$ cat src/rtl/eva_intr_ctrl_if.sv
// AHB-Lite slave port bundle for eva_intr_ctrl. Groups the bus signals so the
// controller and its bus master share one declaration.
interface eva_intr_ctrl_if;
  // Handshake: a transfer is accepted when hsel & htrans[1] & hready_in are all
  // high at a clock edge. The data phase completes on the first edge where
  // hready_out is high. hresp is valid for every cycle of the data phase.
  logic        hsel;
  logic [1:0]  htrans;
  logic        hwrite;
  logic [31:0] haddr;
  logic [31:0] hwdata;
  logic [1:0]  hsize;
  logic        hready_in;
  logic        hready_out;
  logic [1:0]  hresp;
  logic [31:0] hrdata;

  modport master (
    output hsel, htrans, hwrite, haddr, hwdata, hsize, hready_in,
    input  hready_out, hresp, hrdata
  );

  modport slave (
    input  hsel, htrans, hwrite, haddr, hwdata, hsize, hready_in,
    output hready_out, hresp, hrdata
  );
endinterface

$ cat src/rtl/eva_intr_ctrl.sv
// Parametrised interrupt controller: per-channel edge/level, polarity, mask,
// sticky W1C pending, aggregated irq with lowest-index id, AHB-Lite registers.
module eva_intr_ctrl #(
  parameter int NUM_IRQ     = 8,
  parameter int SYNC_STAGES = 2
) (
  input  logic               hclk,
  input  logic               hrst_n,
  eva_intr_ctrl_if.slave     ahb,
  input  logic [NUM_IRQ-1:0] intr_in,
  output logic               irq,
  output logic [4:0]         irq_id,
  output logic [1:0]         o_dbg_state
);

  typedef enum logic [1:0] {
    ST_IDLE = 2'd0,
    ST_ERR1 = 2'd1,
    ST_ERR2 = 2'd2
  } state_t;

  localparam logic [1:0] RESP_OKAY  = 2'd0;
  localparam logic [1:0] RESP_ERROR = 2'd1;

  logic [NUM_IRQ-1:0] w_sync;
  logic [NUM_IRQ-1:0] r_hist;
  logic [NUM_IRQ-1:0] r_mode;
  logic [NUM_IRQ-1:0] r_pol;
  logic [NUM_IRQ-1:0] r_mask;
  logic [NUM_IRQ-1:0] r_pend;
  logic [NUM_IRQ-1:0] w_act;
  logic [NUM_IRQ-1:0] w_act_prev;
  logic [NUM_IRQ-1:0] w_edge;
  logic [NUM_IRQ-1:0] w_w1c;
  logic [NUM_IRQ-1:0] w_pend_next;
  logic [NUM_IRQ-1:0] w_active;
  logic [15:0]        r_count;
  logic               r_irq;
  logic               r_irq_prev;
  logic [4:0]         r_irq_id;
  logic [4:0]         w_id;
  logic               w_any;

  state_t             r_state;
  logic               r_hready_out;
  logic [1:0]         r_hresp;
  logic               r_dp_valid;
  logic               r_dp_write;
  logic [2:0]         r_dp_addr;
  logic               w_accept;
  logic               w_err;
  logic               w_wr_en;
  logic [31:0]        w_rdata;
  logic               w_unused;

  function automatic logic [31:0] zext(input logic [NUM_IRQ-1:0] v);
    zext = '0;
    zext[NUM_IRQ-1:0] = v;
  endfunction

  generate
    if (SYNC_STAGES == 0) begin : g_nosync
      assign w_sync = intr_in;
    end else begin : g_sync
      logic [NUM_IRQ-1:0] r_sync [SYNC_STAGES];
      always_ff @(posedge hclk or negedge hrst_n) begin
        if (!hrst_n) begin
          for (int s = 0; s < SYNC_STAGES; s++) r_sync[s] <= '0;
        end else begin
          r_sync[0] <= intr_in;
          for (int s = 1; s < SYNC_STAGES; s++) r_sync[s] <= r_sync[s-1];
        end
      end
      assign w_sync = r_sync[SYNC_STAGES-1];
    end
  endgenerate

  // History holds the pre-polarity value, so a POL write never fakes an edge.
  assign w_act      = w_sync ^ r_pol;
  assign w_act_prev = r_hist ^ r_pol;
  assign w_edge     = w_act & ~w_act_prev;

  assign w_wr_en     = r_dp_valid & r_dp_write;
  assign w_w1c       = (w_wr_en && r_dp_addr == 3'd4) ? ahb.hwdata[NUM_IRQ-1:0] : '0;
  assign w_pend_next = (r_mode & (w_edge | (r_pend & ~w_w1c))) | (~r_mode & w_act);
  assign w_active    = r_pend & r_mask;
  assign w_any       = |w_active;

  always_comb begin
    w_id = '0;
    for (int i = NUM_IRQ - 1; i >= 0; i--) begin
      if (w_active[i]) w_id = 5'(i);
    end
  end

  always_ff @(posedge hclk or negedge hrst_n) begin
    if (!hrst_n) begin
      r_hist     <= '0;
      r_mode     <= '0;
      r_pol      <= '0;
      r_mask     <= '0;
      r_pend     <= '0;
      r_count    <= '0;
      r_irq      <= 1'b0;
      r_irq_prev <= 1'b0;
      r_irq_id   <= '0;
    end else begin
      r_hist     <= w_sync;
      r_pend     <= w_pend_next;
      r_irq      <= w_any;
      r_irq_id   <= w_id;
      r_irq_prev <= r_irq;
      if (w_wr_en) begin
        case (r_dp_addr)
          3'd1:    r_mode <= ahb.hwdata[NUM_IRQ-1:0];
          3'd2:    r_pol  <= ahb.hwdata[NUM_IRQ-1:0];
          3'd3:    r_mask <= ahb.hwdata[NUM_IRQ-1:0];
          default: ;
        endcase
      end
      // A COUNT write wins over a coincident increment.
      if (w_wr_en && r_dp_addr == 3'd6) begin
        r_count <= '0;
      end else if (r_irq && !r_irq_prev && r_count != 16'hFFFF) begin
        r_count <= r_count + 16'd1;
      end
    end
  end

  assign w_err    = (ahb.hsize != 2'd2) || (ahb.haddr[4:2] == 3'd7);
  assign w_accept = ahb.hsel & ahb.htrans[1] & ahb.hready_in & (r_state != ST_ERR1);

  // Error responses take two cycles; only the second one may accept a new transfer.
  always_ff @(posedge hclk or negedge hrst_n) begin
    if (!hrst_n) begin
      r_state      <= ST_IDLE;
      r_hready_out <= 1'b1;
      r_hresp      <= RESP_OKAY;
      r_dp_valid   <= 1'b0;
      r_dp_write   <= 1'b0;
      r_dp_addr    <= '0;
    end else begin
      r_dp_valid <= w_accept & ~w_err;
      if (w_accept) begin
        r_dp_write <= ahb.hwrite;
        r_dp_addr  <= ahb.haddr[4:2];
      end
      case (r_state)
        ST_ERR1: begin
          r_state      <= ST_ERR2;
          r_hready_out <= 1'b1;
          r_hresp      <= RESP_ERROR;
        end
        default: begin
          if (w_accept && w_err) begin
            r_state      <= ST_ERR1;
            r_hready_out <= 1'b0;
            r_hresp      <= RESP_ERROR;
          end else begin
            r_state      <= ST_IDLE;
            r_hready_out <= 1'b1;
            r_hresp      <= RESP_OKAY;
          end
        end
      endcase
    end
  end

  always_comb begin
    w_rdata = '0;
    if (r_dp_valid && !r_dp_write) begin
      case (r_dp_addr)
        3'd0:    w_rdata = zext(w_act);
        3'd1:    w_rdata = zext(r_mode);
        3'd2:    w_rdata = zext(r_pol);
        3'd3:    w_rdata = zext(r_mask);
        3'd4:    w_rdata = zext(r_pend);
        3'd5:    w_rdata = {r_irq, 26'b0, r_irq_id};
        3'd6:    w_rdata = {16'b0, r_count};
        default: w_rdata = '0;
      endcase
    end
  end

  assign ahb.hready_out = r_hready_out;
  assign ahb.hresp      = r_hresp;
  assign ahb.hrdata     = w_rdata;
  assign irq            = r_irq;
  assign irq_id         = r_irq_id;
  assign o_dbg_state    = r_state;

  assign w_unused = ^{ahb.haddr[31:5], ahb.haddr[1:0], ahb.hwdata};

endmodule

$ cat src/flat_wrapper.sv
// flat-port wrapper written by rule: the top's interface ports become plain ports
module eva_intr_ctrl_flat 
#(
  parameter int NUM_IRQ     = 8,
  parameter int SYNC_STAGES = 2
)
  (hclk, hrst_n, intr_in, irq, irq_id, o_dbg_state, ahb_hsel, ahb_htrans, ahb_hwrite, ahb_haddr, ahb_hwdata, ahb_hsize, ahb_hready_in, ahb_hready_out, ahb_hresp, ahb_hrdata);
  eva_intr_ctrl_if ahb_i ();
  input  logic hclk;
  input  logic hrst_n;
  input  logic [NUM_IRQ-1:0] intr_in;
  output logic irq;
  output logic [4:0] irq_id;
  output logic [1:0] o_dbg_state;
  input wire logic [$bits(ahb_i.hsel)-1:0] ahb_hsel;
  input wire logic [$bits(ahb_i.htrans)-1:0] ahb_htrans;
  input wire logic [$bits(ahb_i.hwrite)-1:0] ahb_hwrite;
  input wire logic [$bits(ahb_i.haddr)-1:0] ahb_haddr;
  input wire logic [$bits(ahb_i.hwdata)-1:0] ahb_hwdata;
  input wire logic [$bits(ahb_i.hsize)-1:0] ahb_hsize;
  input wire logic [$bits(ahb_i.hready_in)-1:0] ahb_hready_in;
  output wire logic [$bits(ahb_i.hready_out)-1:0] ahb_hready_out;
  output wire logic [$bits(ahb_i.hresp)-1:0] ahb_hresp;
  output wire logic [$bits(ahb_i.hrdata)-1:0] ahb_hrdata;
  assign ahb_i.hsel = ahb_hsel;
  assign ahb_i.htrans = ahb_htrans;
  assign ahb_i.hwrite = ahb_hwrite;
  assign ahb_i.haddr = ahb_haddr;
  assign ahb_i.hwdata = ahb_hwdata;
  assign ahb_i.hsize = ahb_hsize;
  assign ahb_i.hready_in = ahb_hready_in;
  assign ahb_hready_out = ahb_i.hready_out;
  assign ahb_hresp = ahb_i.hresp;
  assign ahb_hrdata = ahb_i.hrdata;
  eva_intr_ctrl #(.NUM_IRQ(NUM_IRQ), .SYNC_STAGES(SYNC_STAGES)) u_core (.hclk(hclk), .hrst_n(hrst_n), .ahb(ahb_i), .intr_in(intr_in), .irq(irq), .irq_id(irq_id), .o_dbg_state(o_dbg_state));
endmodule
$ cat config.mk
export PLATFORM = sky130hd
export DESIGN_NAME = eva_intr_ctrl_flat
export DESIGN_NICKNAME = d
export VERILOG_FILES = /design/src/rtl/eva_intr_ctrl_if.sv /design/src/rtl/eva_intr_ctrl.sv /design/src/flat_wrapper.sv
export SDC_FILE = /design/constraint.sdc
export NUM_CORES = 1
export LEC_CHECK = 0
export ABC_AREA = 1
export BUFFER_PORTS_ARGS = -buffer_cell sky130_fd_sc_hd__buf_4
export CORE_ASPECT_RATIO = 1.1
export CORE_UTILIZATION = 52
export CTS_CLUSTER_SIZE = 28
export DETAILED_ROUTE_END_ITERATION = 12
export GPL_ROUTABILITY_DRIVEN = 0
export PLACE_DENSITY = 0.8
export SLEW_MARGIN = 30
export SYNTH_ARGS = -nofsm -noshare
export SYNTH_HDL_FRONTEND = slang
export SYNTH_SLANG_ARGS = --single-unit
$ cat constraint.sdc
create_clock -name hclk -period 1.9 [get_ports hclk]
set_input_delay 0 -clock hclk [delete_from_list [all_inputs] [get_ports hclk]]
set_output_delay 0 -clock hclk [all_outputs]
set_load 0.05 [all_outputs]
### Yosys cells after proc, flatten, opt, wreduce, memory -nomap -nowiden

Index checks and enable logic that the tools add are counted.

| cells by class | value |
|---|---|
| add/sub/neg operators | 1 |
| equal/unequal tests | 11 |
| mux-type cells | 18 |
| bitwise gates (word level) | 18 |
| reduce and logical (&&, ||, !) cells | 15 |

Operator list:

| cell | count |
|---|---|
| $pmux W32 S7 | 1 |
| $and A8 B8 Y8 | 5 |
| $mux W16 | 2 |
| $mux W32 | 1 |
| $mux W3 | 8 |
| $not A8 Y8 | 3 |
| $add A16 B1 Y16 const B | 1 |
| $ne A16 B16 Y1 const B | 1 |
| $or A8 B8 Y8 | 2 |
| $xor A8 B8 Y8 | 2 |
| $eq A3 B3 Y1 const B | 4 |
| $mux W8 | 1 |
| $reduce_or A8 Y1 | 1 |
| $eq A3 B2 Y1 const B | 2 |
| $logic_and A1 B1 Y1 | 6 |
| $reduce_and A2 Y1 | 3 |
| $and A1 B1 Y1 | 5 |
| $mux W2 | 2 |
| $eq A3 B1 Y1 const B | 1 |
| $logic_not A3 Y1 | 1 |
| $mux W1 | 3 |
| $eq A2 B1 Y1 const B | 1 |
| $logic_not A1 Y1 | 2 |
| $ne A2 B1 Y1 const B | 1 |
| other kinds (4) | 4 |

| word-level totals | value |
|---|---|
| bits in registers | 87 |
| input port bits | 81 |
| output and inout bits | 43 |
| word-level logic and storage cells | 80 |

### Depth between registers and ports, before layout

Gate-level depths: netlist (run 1).

| depth | value |
|---|---|
| depth in word-level cells | 9 |
| gate-level depth with buffers | 9 |
| gate-level depth less buffers | 9 |

### Least setup slack after synthesis (run 1)

Ideal clock, no wire load.

| timing | value |
|---|---|
| kind | register to output |
| from | reg u_core.r_dp_addr[0] |
| to | out ahb_hrdata[10] |
| arrival | 1.917 ns |
| required time | 1.900 ns |
| path slack | -0.017 ns |
| stages on the path, launching flop included | 6 |
| buffers on the path | 2 |
| cell sequence | dfrtp_1 -> buf_2 -> inv_2 -> nand3_4 -> buf_6 -> nor3_1 |

| between the ends | value |
|---|---|
| longest elaborated chain between the ends | 3 |
| elaborated cells on any way between the ends | 9 |
| classes of those cells | eq/ne: 6; mux: 2; reduce/logical: 1 |

Ends and longest elaborated chain:

| item | line | text |
|---|---|---|
| start: declaration | eva_intr_ctrl.sv:49 | `logic [2:0] r_dp_addr;` |
| start signal: assignment | eva_intr_ctrl.sv:146 | `r_dp_addr <= ahb.haddr[4:2];` |
| $eq A3 B3 Y1 (tied with other cells) | eva_intr_ctrl.sv:172 | `case (r_dp_addr)` |
| $pmux W32 S7 * | eva_intr_ctrl.sv:172 |  |
| $mux W32 * | eva_intr_ctrl.sv:171 | `if (r_dp_valid && !r_dp_write) begin` |
| end: declaration | flat_wrapper.sv:24 | `output wire logic [$bits(ahb_i.hrdata)-1:0] ahb_hrdata;` |

Every way passes the cells marked *; elsewhere a longest branch is shown, timed or not.

### Worst setup path after layout (run 1)

| timing | value |
|---|---|
| from | reg u_core.r_dp_addr[0] |
| to | out ahb_hrdata[0] |

Same word-level chain as after synthesis.

==> metrics.md, run 1 <==
| Metric | Value |
|---|---|
| First-pass GRT wire length | `16,000 um` |
| Fmax | `530 MHz` |
| Seq cells post-synth | `86` |
| Maximum VDD drop | `0.552 mV` |
| Internal power | `0.00308 W` |
| Final setup TNS | `0 ns` |
| ANT cells | `0` |
| Worst-path maximum fanout | `9` |
| CTS tree | `yes` |
| CP Capture Type | `primary output` |
| Longest Clk Path Bufs | `2` |
| Seq/Total Area, Yosys | `49.1%` |
| Worst skew pair latency | `0.36 ns` |
| Max_cap viols | `0` |
| LEAKAGE | `2.73 nW` |
| Xor/xnor share of the synthesized area | `between 3 and 4%` |
| Initial antenna violation count | `0` |
| Area Overhead vs Synth | `22.8%` |
| Port buffer count | `51` |
| Mapped Cells | `about 530` |
| Worst endpoint required time | `1.90 ns` |
| Number of vias per cell | `5.19` |
| Clock Sink Count | `between 80 and 90` |
| IO Pins | `approximately 120` |
| Sequential power share | `48.4%` |
| Syn avg cell area | `8.24 sq um` |
| Commonest non-fill, non-tap cell in the layout | `nand2_1` |
| Die W | `89.6 um` |
| Worst rel slew slack | `66.6%` |
| Post-synthesis compound-gate area fraction | `around 8%` |
| Finished Cell Area | `0.00538 sq mm` |
| WL final | `9960 um` |
| WP data arrival | `1.89 ns` |
| Most frequent cells in the layout | `nand2_1 (145), dfrtp_1 (82), nor2_1 (66)` |
| Fillers | `between 600 and 700` |
| Final Cycle Share | `99.3%` |
| Worst-Margin Slew | `0.501 ns` |
| Final nets | `699` |
| CP Launch Type | `flip-flop` |
| Count of cell types in the netlist | `33` |
| Final setup vio count | `0` |
| Die area | `just under 0.009 sq mm` |
| Synth Cell Area | `around 0.0044 sq mm` |
| Power density over cell area | `844 mW/mm^2` |
| Final Instance Count excl. Fillers | `between 700 and 800` |
| Antenna viol nets, final | `0` |
| All-Layer GR Usage | `23.8%` |
| RSZ-0062 raised after global routing | `yes` |
| Drt pass-1 iters | `5` |
| Per-cell routed wire length | `13.6 um` |
| Mux contribution to synthesized area | `0%` |
| Remaining global-route overflow | `0` |
| Period minus WS final | `1.89 ns` |
| Dpl hpwl | `6470 um` |
| Starting density of the core | `a little over half` |
| Simple-gate area share of the yosys netlist | `a little under a third` |
| Vias in the first global route | `3,602` |
| Total CTS buffers | `9` |
| Hold Path Class | `in2async` |
| Placed Area | `0.00479 sq mm` |
| Skew final | `0.00421 ns` |
| Htree depth | `3` |
| Height of the die | `98.3 um` |
| Largest net degree at the start of global routing | `51` |
| Synth Warn # | `0` |
| Final Max Slew Viols | `0` |
| # rows | `34` |
| CTS clock-pin slew for the worst setup and hold paths | `0.08 ns` |
| Drt initial violations | `151` |
| Comb pwr share | `22.1%` |
| Switching power | `approximately 0.0015 W` |
| Switching portion of total power | `around a third` |
| Crit path kind | `reg2out` |
| # DRC | `0` |
| Largest family of logic cells by synthesized area | `simple AND/OR/NAND/NOR gates` |
| Clock share of power | `between 20 and 30%` |
| Clock Tree Root | `clkbuf_8` |
| Placed cells | `683` |
| Via Count | `around 3,800` |
| Share of post-route cells with drive strength above 1 | `18.3%` |
| Min Hold Slack | `0.140 ns` |
| Status | `completed` |
| Core ar. | `0.00804 sq mm` |
| Hold Fails Final Rpt | `0` |
| Post-Synth Adder-Cell Area | `0.285%` |
-- area by class of cell --
class	instances	area (sq um)	share of cell area (%)
Timing Repair Buffer	83	749	13.9
Sequential cell	86	2160	40.1
Inverter	48	196	3.65
Clock buffer	11	151	2.81
Multi-Input combinational cell	389	1940	36.0
Clock inverter	5	57.6	1.07
Tap cell	108	135	2.51
-- flip-flops by register name, summed over array words and instances (netlist names), 8 cells and up --
signal / flops
u_core.r_pend: 8
u_core.r_pol: 8
u_core.r_hist: 8
u_core.r_mask: 8
u_core.w_sync: 8
u_core.r_mode: 8
u_core.r_count: 16
u_core.g_sync.r_sync: 8
-- per-layer routing --
metal	part of all wire, %	wire length (um)	track usage, %
met4	2.2	221	8.79
met1	41	4090	29.8
met5	0	0	0
met2	52	5200	40.7
met3	4.5	450	3.80
-- critical path, cell delays in order (launching register included) --
cell and delay [ns]:
dfrtp_2 0.50, buf_12 0.16, nor3_4 0.17, buf_12 0.16
nand2_1 0.05, nand2_1 0.05, nor2_1 0.04, a21oi_1 0.17
buf_4 0.23
-- power groups by stage --
stage	combinational [W]	sequential (W)	clock [W]
after global placement	0.000828	0.00222	0
final	0.00100	0.00220	0.00134
after detailed placement	0.000852	0.00223	0
after floorplan	0.000635	0.00223	0
after global routing	0.00111	0.00222	0.00143
after CTS	0.000920	0.00220	0.00135
-- kinds of logic (layout without fill, tap and decap cells) --
logic type      after synthesis  after routing
simple gates                286            286
flops                        86             86
buf+inv                      74            147
compound gates               65             65
xor+xnor                     19             19
fa+ha+maj                     1              1
other cells                   1             18
-- through the flow --
| step | setup slack [ns] | total power, W | util (%) |
|---|---|---|---|
| global route | -0.0357 | 0.00476 | 67.0 |
| global placement | 0.268 | 0.00304 | 59.6 |
| detailed placement | 0.230 | 0.00308 | 59.6 |
| CTS | 0.00145 | 0.00447 | 65.7 |
| finish | 0.0131 | 0.00455 | 67.0 |
| floorplan | -0.0174 | 0.00287 | - |
-- synth_stat cells, drive strengths merged --
cell type	number	area share, %
nand2	154	14
dfrtp	85	49
nor2	76	8.5
inv	47	4.0
o21ai	36	4.1
nand3	35	4.5
buf	25	4.4
a21oi	19	2.2
nor3	13	2.0
xor2	10	2.0
xnor2	9	1.8
nand4	7	1.0
a21boi	6	1.0
o211ai	3	0.51
a31oi	1	0.14
clkbuf	1	0.086
clkinv	1	0.11
conb	1	0.086
dfstp	1	0.60
ha	1	0.29
nand3b	1	0.17
-- timing repair --
action / 4_1_cts / 5_1_grt
buffers inserted: 3 / 5
hold buffers: 23 / 0
endpoints found under the hold margin: 74 / 0
resized for setup: 7 / 11
setup endpoints to repair: 8 / 13
pin swaps: 1 / 2
-- final timing paths --
check | cells after the start | end | from | slack [ns]
max | 8 | ahb_hrdata[0] | u_core.r_dp_addr[0] | 0.01
min | 2 | u_core.o_dbg_state[1] | hrst_n | 0.14
max reg2reg | 7 | u_core.r_count[2] | u_core.r_dp_addr[2] | 0.15
min reg2reg | 0 | u_core.w_sync[7] | u_core.g_sync.r_sync[15] | 0.35
max in group asynchronous | 3 | u_core.g_sync.r_sync[12] | hrst_n | 1.14
min in group hclk | 3 | u_core.r_dp_valid | ahb_hready_in | 0.16
(Power assumes the default switching activity.)
==> inputs of run 2 (changes only) <==
--- a/config.mk
+++ b/config.mk
@@ -7,12 +7,15 @@
 export LEC_CHECK = 0
 export ABC_AREA = 1
 export BUFFER_PORTS_ARGS = -buffer_cell sky130_fd_sc_hd__buf_4
+export CAP_MARGIN = 5
+export CELL_PAD_IN_SITES_DETAIL_PLACEMENT = 1
+export CELL_PAD_IN_SITES_GLOBAL_PLACEMENT = 1
 export CORE_ASPECT_RATIO = 1.1
-export CORE_UTILIZATION = 52
+export CORE_UTILIZATION = 38
 export CTS_CLUSTER_SIZE = 28
 export DETAILED_ROUTE_END_ITERATION = 12
 export GPL_ROUTABILITY_DRIVEN = 0
-export PLACE_DENSITY = 0.8
+export PLACE_DENSITY_LB_ADDON = 0.1
 export SLEW_MARGIN = 30
 export SYNTH_ARGS = -nofsm -noshare
 export SYNTH_HDL_FRONTEND = slang
==> run 2 against run 1 <==
Against the previous run:
- non-clock buffer count is 4 higher
- clock skew is 0.0016 ns higher
- clock power is 57% higher
- first-iteration DRC count is 34% lower
- combinational power hardly changed
- sequential share of layout area is 1.6 points lower
- global-route usage is 3.7 points lower
- via count is 2.4% lower
- worst setup slack better by 0.042 ns
- flip-flop and latch count stayed put
- largest cell class unchanged
==> metrics.md, run 2 (synthesis gave the netlist of run 1 again) <==
| Metric | Value |
|---|---|
| Status | `completed` |
| Max_cap viols | `0 (unchanged)` |
| Internal power | `0.00372 W (+21%)` |
| Maximum VDD drop | `0.470 mV (-15%)` |
| Switching power | `0.00162 W (+11%)` |
| CP Launch Type | `flip-flop` |
| Htree depth | `3 (unchanged)` |
| R2R depth | `7 (unchanged)` |
| Clock Sink Count | `86 (unchanged)` |
| Total CTS buffers | `9 (unchanged)` |
| ANT cells | `0 (unchanged)` |
| RR Startpoint | `u_core.r_dp_addr[0]` |
| WP data arrival | `1.85 ns (-0.04 ns)` |
| Reg2reg setup slack | `0.27 ns (+0.12 ns)` |
| Worst endpoint required time | `1.90 ns (about the same)` |
| Via Count | `3,697 (-2.4%)` |
| WL final | `11,300 um (+14%)` |
| Dpl hpwl | `7930 um (+23%)` |
| Fmax | `542 MHz (+2.3%)` |
| Port buffer count | `51 (unchanged)` |
| Die W | `104 um (+17%)` |
| Final setup vio count | `0 (unchanged)` |
| All-Layer GR Usage | `20.1% (-3.7 points)` |
| Antenna viol nets, final | `0 (unchanged)` |
| Number of vias per cell | `4.78 (-7.9%)` |
| LEAKAGE | `2.81 nW (+2.9%)` |
| Clock share of power | `39.3% (+9.8 points)` |
| Max reg flops | `16 (unchanged)` |
| Hold Fails Final Rpt | `0 (unchanged)` |
| Remaining global-route overflow | `0 (unchanged)` |
| IO Pins | `124 (unchanged)` |
| Sequential power share | `41.4% (-7.0 points)` |
| Final nets | `704 (+0.72%)` |
| Commonest non-fill, non-tap cell in the layout | `nand2_1` |
| Height of the die | `115 um (+17%)` |
| Crit path kind | `reg2out` |
| Critical Path Start | `u_core.r_dp_addr[0]` |
| Starting density of the core | `39.6% (-15 points)` |
| Drt pass-1 iters | `4 (-1)` |
| Longest Clk Path Bufs | `2 (unchanged)` |
| CTS clock-pin slew for the worst setup and hold paths | `0.07 ns (about the same)` |
| Final Cycle Share | `97.1% (-2.2 points)` |
| Clock Tree Root | `clkbuf_16` |
| Worst reg2reg path endpoint | `u_core.r_count[15]` |
| # DRC | `0 (unchanged)` |
| Worst-path maximum fanout | `7 (-2)` |
| Drt initial violations | `100 (-34%)` |
| Vias in the first global route | `3,822 (+6.1%)` |
| Final setup TNS | `0 ns (unchanged)` |
| Biggest register | `u_core.r_count` |
| Switching portion of total power | `30.3% (-1.9 points)` |
| Final Max Slew Viols | `0 (unchanged)` |
| Worst skew pair latency | `0.34 ns (-0.02 ns)` |
| Die area | `0.0120 sq mm (+36%)` |
| Placement Setup Slack | `0.150 ns (-0.0800 ns)` |
| Power density over cell area | `952 mW/mm^2 (+13%)` |
| Fillers | `1,361 (+110%)` |
| CP Capture Type | `primary output` |
| Placed Area | `0.00487 sq mm (+1.6%)` |
| Area Overhead vs Synth | `27.8%` |
| Most frequent cells in the layout | `nand2_1 (146), dfrtp_1 (82), nor2_1 (67)` |
| Period minus WS final | `1.85 ns (-0.0416 ns)` |
| Min Hold Slack | `0.0788 ns (-0.0616 ns)` |
| # rows | `40 (+18%)` |
| Largest net degree at the start of global routing | `46 (-9.8%)` |
| CTS tree | `yes` |
| Core ar. | `0.0111 sq mm (+38%)` |
| Hold Path Class | `in2async` |
| Skew final | `0.00586 ns (+0.00165 ns)` |
| First-pass GRT wire length | `18,800 um (+17%)` |
| Per-cell routed wire length | `14.6 um (+7.1%)` |
| Initial antenna violation count | `0 (unchanged)` |
| Share of post-route cells with drive strength above 1 | `18.7% (+0.33 points)` |
| Finished Cell Area | `0.00561 sq mm (+4.1%)` |
| Worst Slack Setup Final | `0.0547 ns (+0.0416 ns)` |
| Comb pwr share | `19.3% (-2.8 points)` |
==> run 2: cell count changes in the layout (fill, tap and decap cells not counted), sizes merged <==
cell,delta
clkinv,-3
clkbuf,-2
buf,+4
nor2,+1
inv,+3
bufinv,+2
==> run 2: repair_timing <==
| action | in CTS | in global routing |
|---|---|---|
| cloned | 0 | 1 |
| hold buffers | 23 | 0 |
| hold endpoints to repair | 124 | 0 |
| endpoints found under the setup margin | 8 | 8 |
| gates resized for setup | 6 | 10 |
| setup buffers | 1 | 7 |
| pin swaps | 2 | 2 |
==> run 2: critical path: stages (launching register included) <==
cell      delay, ns
dfrtp_2        0.50
inv_4          0.14
nand3_4        0.15
clkinv_4       0.11
nand2_1        0.06
nand2_1        0.10
nor2_1         0.06
a21oi_1        0.15
buf_4          0.22
==> run 2: power groups by stage <==
stage / clock, W / sequential (W) / combinational, W
6_report: 0.00210 / 0.00221 / 0.00103
5_1_grt: 0.00222 / 0.00223 / 0.00115
4_1_cts: 0.00214 / 0.00221 / 0.000953
3_5_place_dp: 0 / 0.00224 / 0.000893
3_3_place_gp: 0 / 0.00222 / 0.000869
2_1_floorplan: 0 / 0.00223 / 0.000635
==> run 2: final cells by class <==
class	count	area, sq um	area share, %
well taps	147	184	3.28
multi-input cells	390	1960	35.0
flip-flops and latches	86	2160	38.5
inverters	48	198	3.53
clock buffers	9	225	4.02
clock inverters	7	128	2.28
repair buffers	87	752	13.4
==> run 2: stage by stage <==
| stage | total power, W | cells | util (%) |
|---|---|---|---|
| floorplan | 0.00287 | 549 | - |
| global placement | 0.00309 | 726 | 44.0 |
| detailed placement | 0.00313 | 726 | 44.0 |
| CTS | 0.00530 | 766 | 49.6 |
| global route | 0.00560 | 774 | 50.7 |
| finish | 0.00534 | 774 | 50.7 |
==> run 2: metal layers <==
layer	up-vias	GRT usage [%]	wire, um
met1	1791	24.3	5030
met4	0	7.14	144
met3	13	3.59	262
met2	49	35.9	5860
met5	-	0	0
li1	1844	-	-
==> run 2: worst max-delay path by stage <==
stage,to,slack [ns]
global route,ahb_hrdata[2],-0.02
finish,ahb_hrdata[2],0.05
global placement,u_core.r_pend[0],0.22
CTS,ahb_hrdata[0],0.006
detailed placement,u_core.r_pend[2],0.15
floorplan,ahb_hrdata[10],-0.02
==> inputs of run 3 (changes only) <==
--- a/config.mk
+++ b/config.mk
@@ -5,13 +5,12 @@
 export SDC_FILE = /design/constraint.sdc
 export NUM_CORES = 1
 export LEC_CHECK = 0
-export ABC_AREA = 1
+export ABC_AREA = 0
 export BUFFER_PORTS_ARGS = -buffer_cell sky130_fd_sc_hd__buf_4
-export CAP_MARGIN = 5
 export CELL_PAD_IN_SITES_DETAIL_PLACEMENT = 1
 export CELL_PAD_IN_SITES_GLOBAL_PLACEMENT = 1
 export CORE_ASPECT_RATIO = 1.1
-export CORE_UTILIZATION = 38
+export CORE_UTILIZATION = 40
 export CTS_CLUSTER_SIZE = 28
 export DETAILED_ROUTE_END_ITERATION = 12
 export GPL_ROUTABILITY_DRIVEN = 0
==> run 3 against run 2 <==
Against the previous run:
- first-iteration DRC count down 1.0%
- cell count down 15%
- highest routed layer unchanged
- largest power group unchanged
- sequential share of layout area down 1.0 points
- power down 4.8%
- non-clock buffer count up 28
- sequential power down 2%
==> metrics.md, run 3 <==
| Metric | Value |
|---|---|
| Status | `completed` |
| Fillers | `1,142 (-16%)` |
| WL final | `11,100 um (-1.5%)` |
| Fmax | `535 MHz (-1.4%)` |
| Vias in the first global route | `3,428 (-10%)` |
| Drt pass-1 iters | `4 (unchanged)` |
| Worst skew pair latency | `0.35 ns (about the same)` |
| Top area cells in the synthesized netlist | `dfrtp_1 (50%), mux2_2 (6.6%), buf_4 (3.3%), nand2_1 (2.8%), nor2_1 (2.8%)` |
| Max_cap viols | `0 (unchanged)` |
| Htree depth | `3 (unchanged)` |
| Maximum VDD drop | `0.535 mV (+14%)` |
| Placed cells | `608 (-16%)` |
| Switching power | `0.00156 W (-3.6%)` |
| Via Count | `3,371 (-8.8%)` |
| Sequential power share | `42.5% (+1.1 points)` |
| # DRC | `0 (unchanged)` |
| Starting density of the core | `41.0% (+1.4 points)` |
| CTS tree | `yes` |
| Per-cell routed wire length | `16.9 um (+16%)` |
| Height of the die | `110 um (-3.8%)` |
| CP Capture Type | `primary output` |
| Total CTS buffers | `9 (unchanged)` |
| Power Total | `0.00508 W (-4.8%)` |
| Area Overhead vs Synth | `35.0%` |
| WP data arrival | `1.87 ns (+0.02 ns)` |
| Worst endpoint required time | `1.90 ns (about the same)` |
| Final Instance Count excl. Fillers | `658 (-15%)` |
| Commonest non-fill, non-tap cell in the layout | `dfrtp_1` |
| Antenna viol nets, final | `0 (unchanged)` |
| Largest net degree at the start of global routing | `51 (+11%)` |
| Synth Cell Area | `0.00427 sq mm (-2.7%)` |
| Min Hold Slack | `0.142 ns (+0.0630 ns)` |
| Clock Sink Count | `86 (unchanged)` |
| Internal power | `0.00352 W (-5.4%)` |
| Power density over cell area | `881 mW/mm^2 (-7.4%)` |
| Remaining global-route overflow | `0 (unchanged)` |
| RSZ-0062 raised after global routing | `yes` |
| Die W | `100 um (-3.8%)` |
| Seq/Total Area, Yosys | `50.5% (+1.4 points)` |
| Die area | `0.0111 sq mm (-7.4%)` |
| IO Pins | `124 (unchanged)` |
| Final setup TNS | `0 ns (unchanged)` |
| Post-synth top area cell | `dfrtp_1` |
| Max reg flops | `16 (unchanged)` |
| CTS clock-pin slew for the worst setup and hold paths | `0.06 ns (about the same)` |
| Clock Tree Root | `clkbuf_16` |
| Worst-path maximum fanout | `7 (unchanged)` |
| Hold Fails Final Rpt | `0 (unchanged)` |
| Most frequent cells in the layout | `dfrtp_1 (82), buf_4 (72), nand2_1 (32), nor2_1 (32), dlygate4sd3_1 (26)` |
| Crit path kind | `reg2out` |
| Syn avg cell area | `10.8 sq um (+31%)` |
| Biggest register | `u_core.r_count` |
| Mapped Cells | `396 (-26%)` |
| Longest Clk Path Bufs | `2 (unchanged)` |
| Commonest cells post-synth | `dfrtp_1 (85), nand2_1 (32), nor2_1 (32)` |
| All-Layer GR Usage | `21.4% (+1.4 points)` |
| ANT cells | `0 (unchanged)` |
| Skew final | `0.00616 ns (+0.000306 ns)` |
| Port buffer count | `51 (unchanged)` |
| Period minus WS final | `1.87 ns (+0.0255 ns)` |
| Hold Path Class | `in2reg` |
| Clock share of power | `35.0% (-4.3 points)` |
| Share of post-route cells with drive strength above 1 | `33.4% (+15 points)` |
| First-pass GRT wire length | `17,700 um (-5.9%)` |
| Core ar. | `0.0104 sq mm (-6.0%)` |
| Initial antenna violation count | `0 (unchanged)` |
| Number of synthesized flops with an enable pin | `0 (unchanged)` |
| Top cell type's share of synthesized area | `49.9% (+1.4 points)` |
| Final setup vio count | `0 (unchanged)` |
| Drt initial violations | `99 (-1.0%)` |
| LEAKAGE | `2.56 nW (-8.6%)` |
| Comb pwr share | `22.5% (+3.2 points)` |
| Async S/R FF share, synth | `100% (unchanged)` |
| Multi-input logic area | `0.00209 sq mm (+6.4%)` |
| Final Cycle Share | `98.5% (+1.3 points)` |
| Dpl hpwl | `7800 um (-1.6%)` |
| Number of vias per cell | `5.12 (+7.3%)` |
| Count of cell types in the netlist | `56 (+70%)` |
| Final Max Slew Viols | `0 (unchanged)` |
| CP Launch Type | `flip-flop` |
| Top FF cell, synth | `dfrtp_1` |
| Seq cells post-synth | `86 (unchanged)` |
| Final nets | `592 (-16%)` |
| Switching portion of total power | `30.7% (+0.40 points)` |
| Storage cell area | `0.00216 sq mm (unchanged)` |
| Count leader, synth | `dfrtp_1` |
| Synth Warn # | `0 (unchanged)` |
| # rows | `39 (-2.5%)` |
==> run 3: cells by family (layout without fill, tap and decap cells) <==
logic type | count (synthesis) | in the layout | synth area share (%)
XOR/XNOR | 17 | 17 | 3.49
buffers and inverters | 38 | 140 | 5.28
adder cells (fa/ha/maj) | 1 | 1 | 0.293
other | 1 | 18 | 0.0879
flip-flops | 86 | 86 | 50.5
multiplexers | 38 | 38 | 10.4
AO/OA/AOI/OAI | 58 | 58 | 9.68
AND/OR/NAND/NOR | 157 | 157 | 20.3
==> run 3: metal layers <==
metal | wire, um | GRT usage [%] | share of wire (%)
met5 | 0 | 0 | 0
met4 | 217 | 9.01 | 1.9
met3 | 213 | 3.03 | 1.9
met2 | 5780 | 36.9 | 52
met1 | 4920 | 27.2 | 44
==> run 3: power by group through the flow <==
| stage | clock network [W] | logic, W | registers, W |
|---|---|---|---|
| after floorplan | 0 | 0.000596 | 0.00219 |
| after global placement | 0 | 0.000934 | 0.00218 |
| after detailed placement | 0 | 0.000968 | 0.00218 |
| after CTS | 0.00183 | 0.00108 | 0.00215 |
| after global routing | 0.00188 | 0.00124 | 0.00218 |
| final | 0.00178 | 0.00114 | 0.00216 |
==> run 3: critical path, stage by stage (launching register included) <==
cell and delay [ns]:
dfrtp_2 0.49, buf_6 0.17, mux2i_1 0.13, a2111oi_2 0.31, a21oi_1 0.07, nor2_1 0.16
buf_6 0.18
==> run 3: path summary, 6_finish.rpt <==
check | depth (start not counted) | start | end | slack, ns
worst max-delay path | 6 | u_core.r_dp_addr[2] | ahb_hrdata[6] | 0.03
worst min-delay path | 4 | ahb_hready_in | u_core.ahb.hready_out | 0.14
worst max register to register | 6 | u_core.r_count[1] | u_core.r_count[1] | 0.08
worst min register to register | 0 | u_core.g_sync.r_sync[10] | u_core.w_sync[2] | 0.35
max in group asynchronous | 3 | hrst_n | u_core.ahb.hready_out | 1.04
min in group asynchronous | 2 | hrst_n | u_core.w_sync[0] | 0.17
==> run 3: per-stage QoR <==
stage / cell area [sq um] / setup WS, ns / utilization (%)
floorplan: 4370 / -0.456 / -
global placement: 4980 / 0.0289 / 47.9
finish: 5760 / 0.0292 / 55.4
CTS: 5630 / -0.0152 / 54.2
detailed placement: 4980 / -0.00255 / 47.9
global route: 5760 / -0.0455 / 55.4
==> run 3: final cells by class <==
cell class                      count  share of cell area (%)
Clock buffer                        9                    3.91
Clock inverter                      7                    1.28
Inverter                            9                   0.586
Multi-Input combinational cell    289                    36.2
Sequential cell                    86                    37.4
Tap cell                          143                    3.11
Timing Repair Buffer              115                    17.4
==> run 3: what timing repair did <==
action                                  CTS  global route
hold buffers                             26             0
endpoints found under the setup margin   16            17
hold endpoints to repair                 78             0
pin swaps                                 4             9
setup buffers                             3             5
resized for setup                        21            19
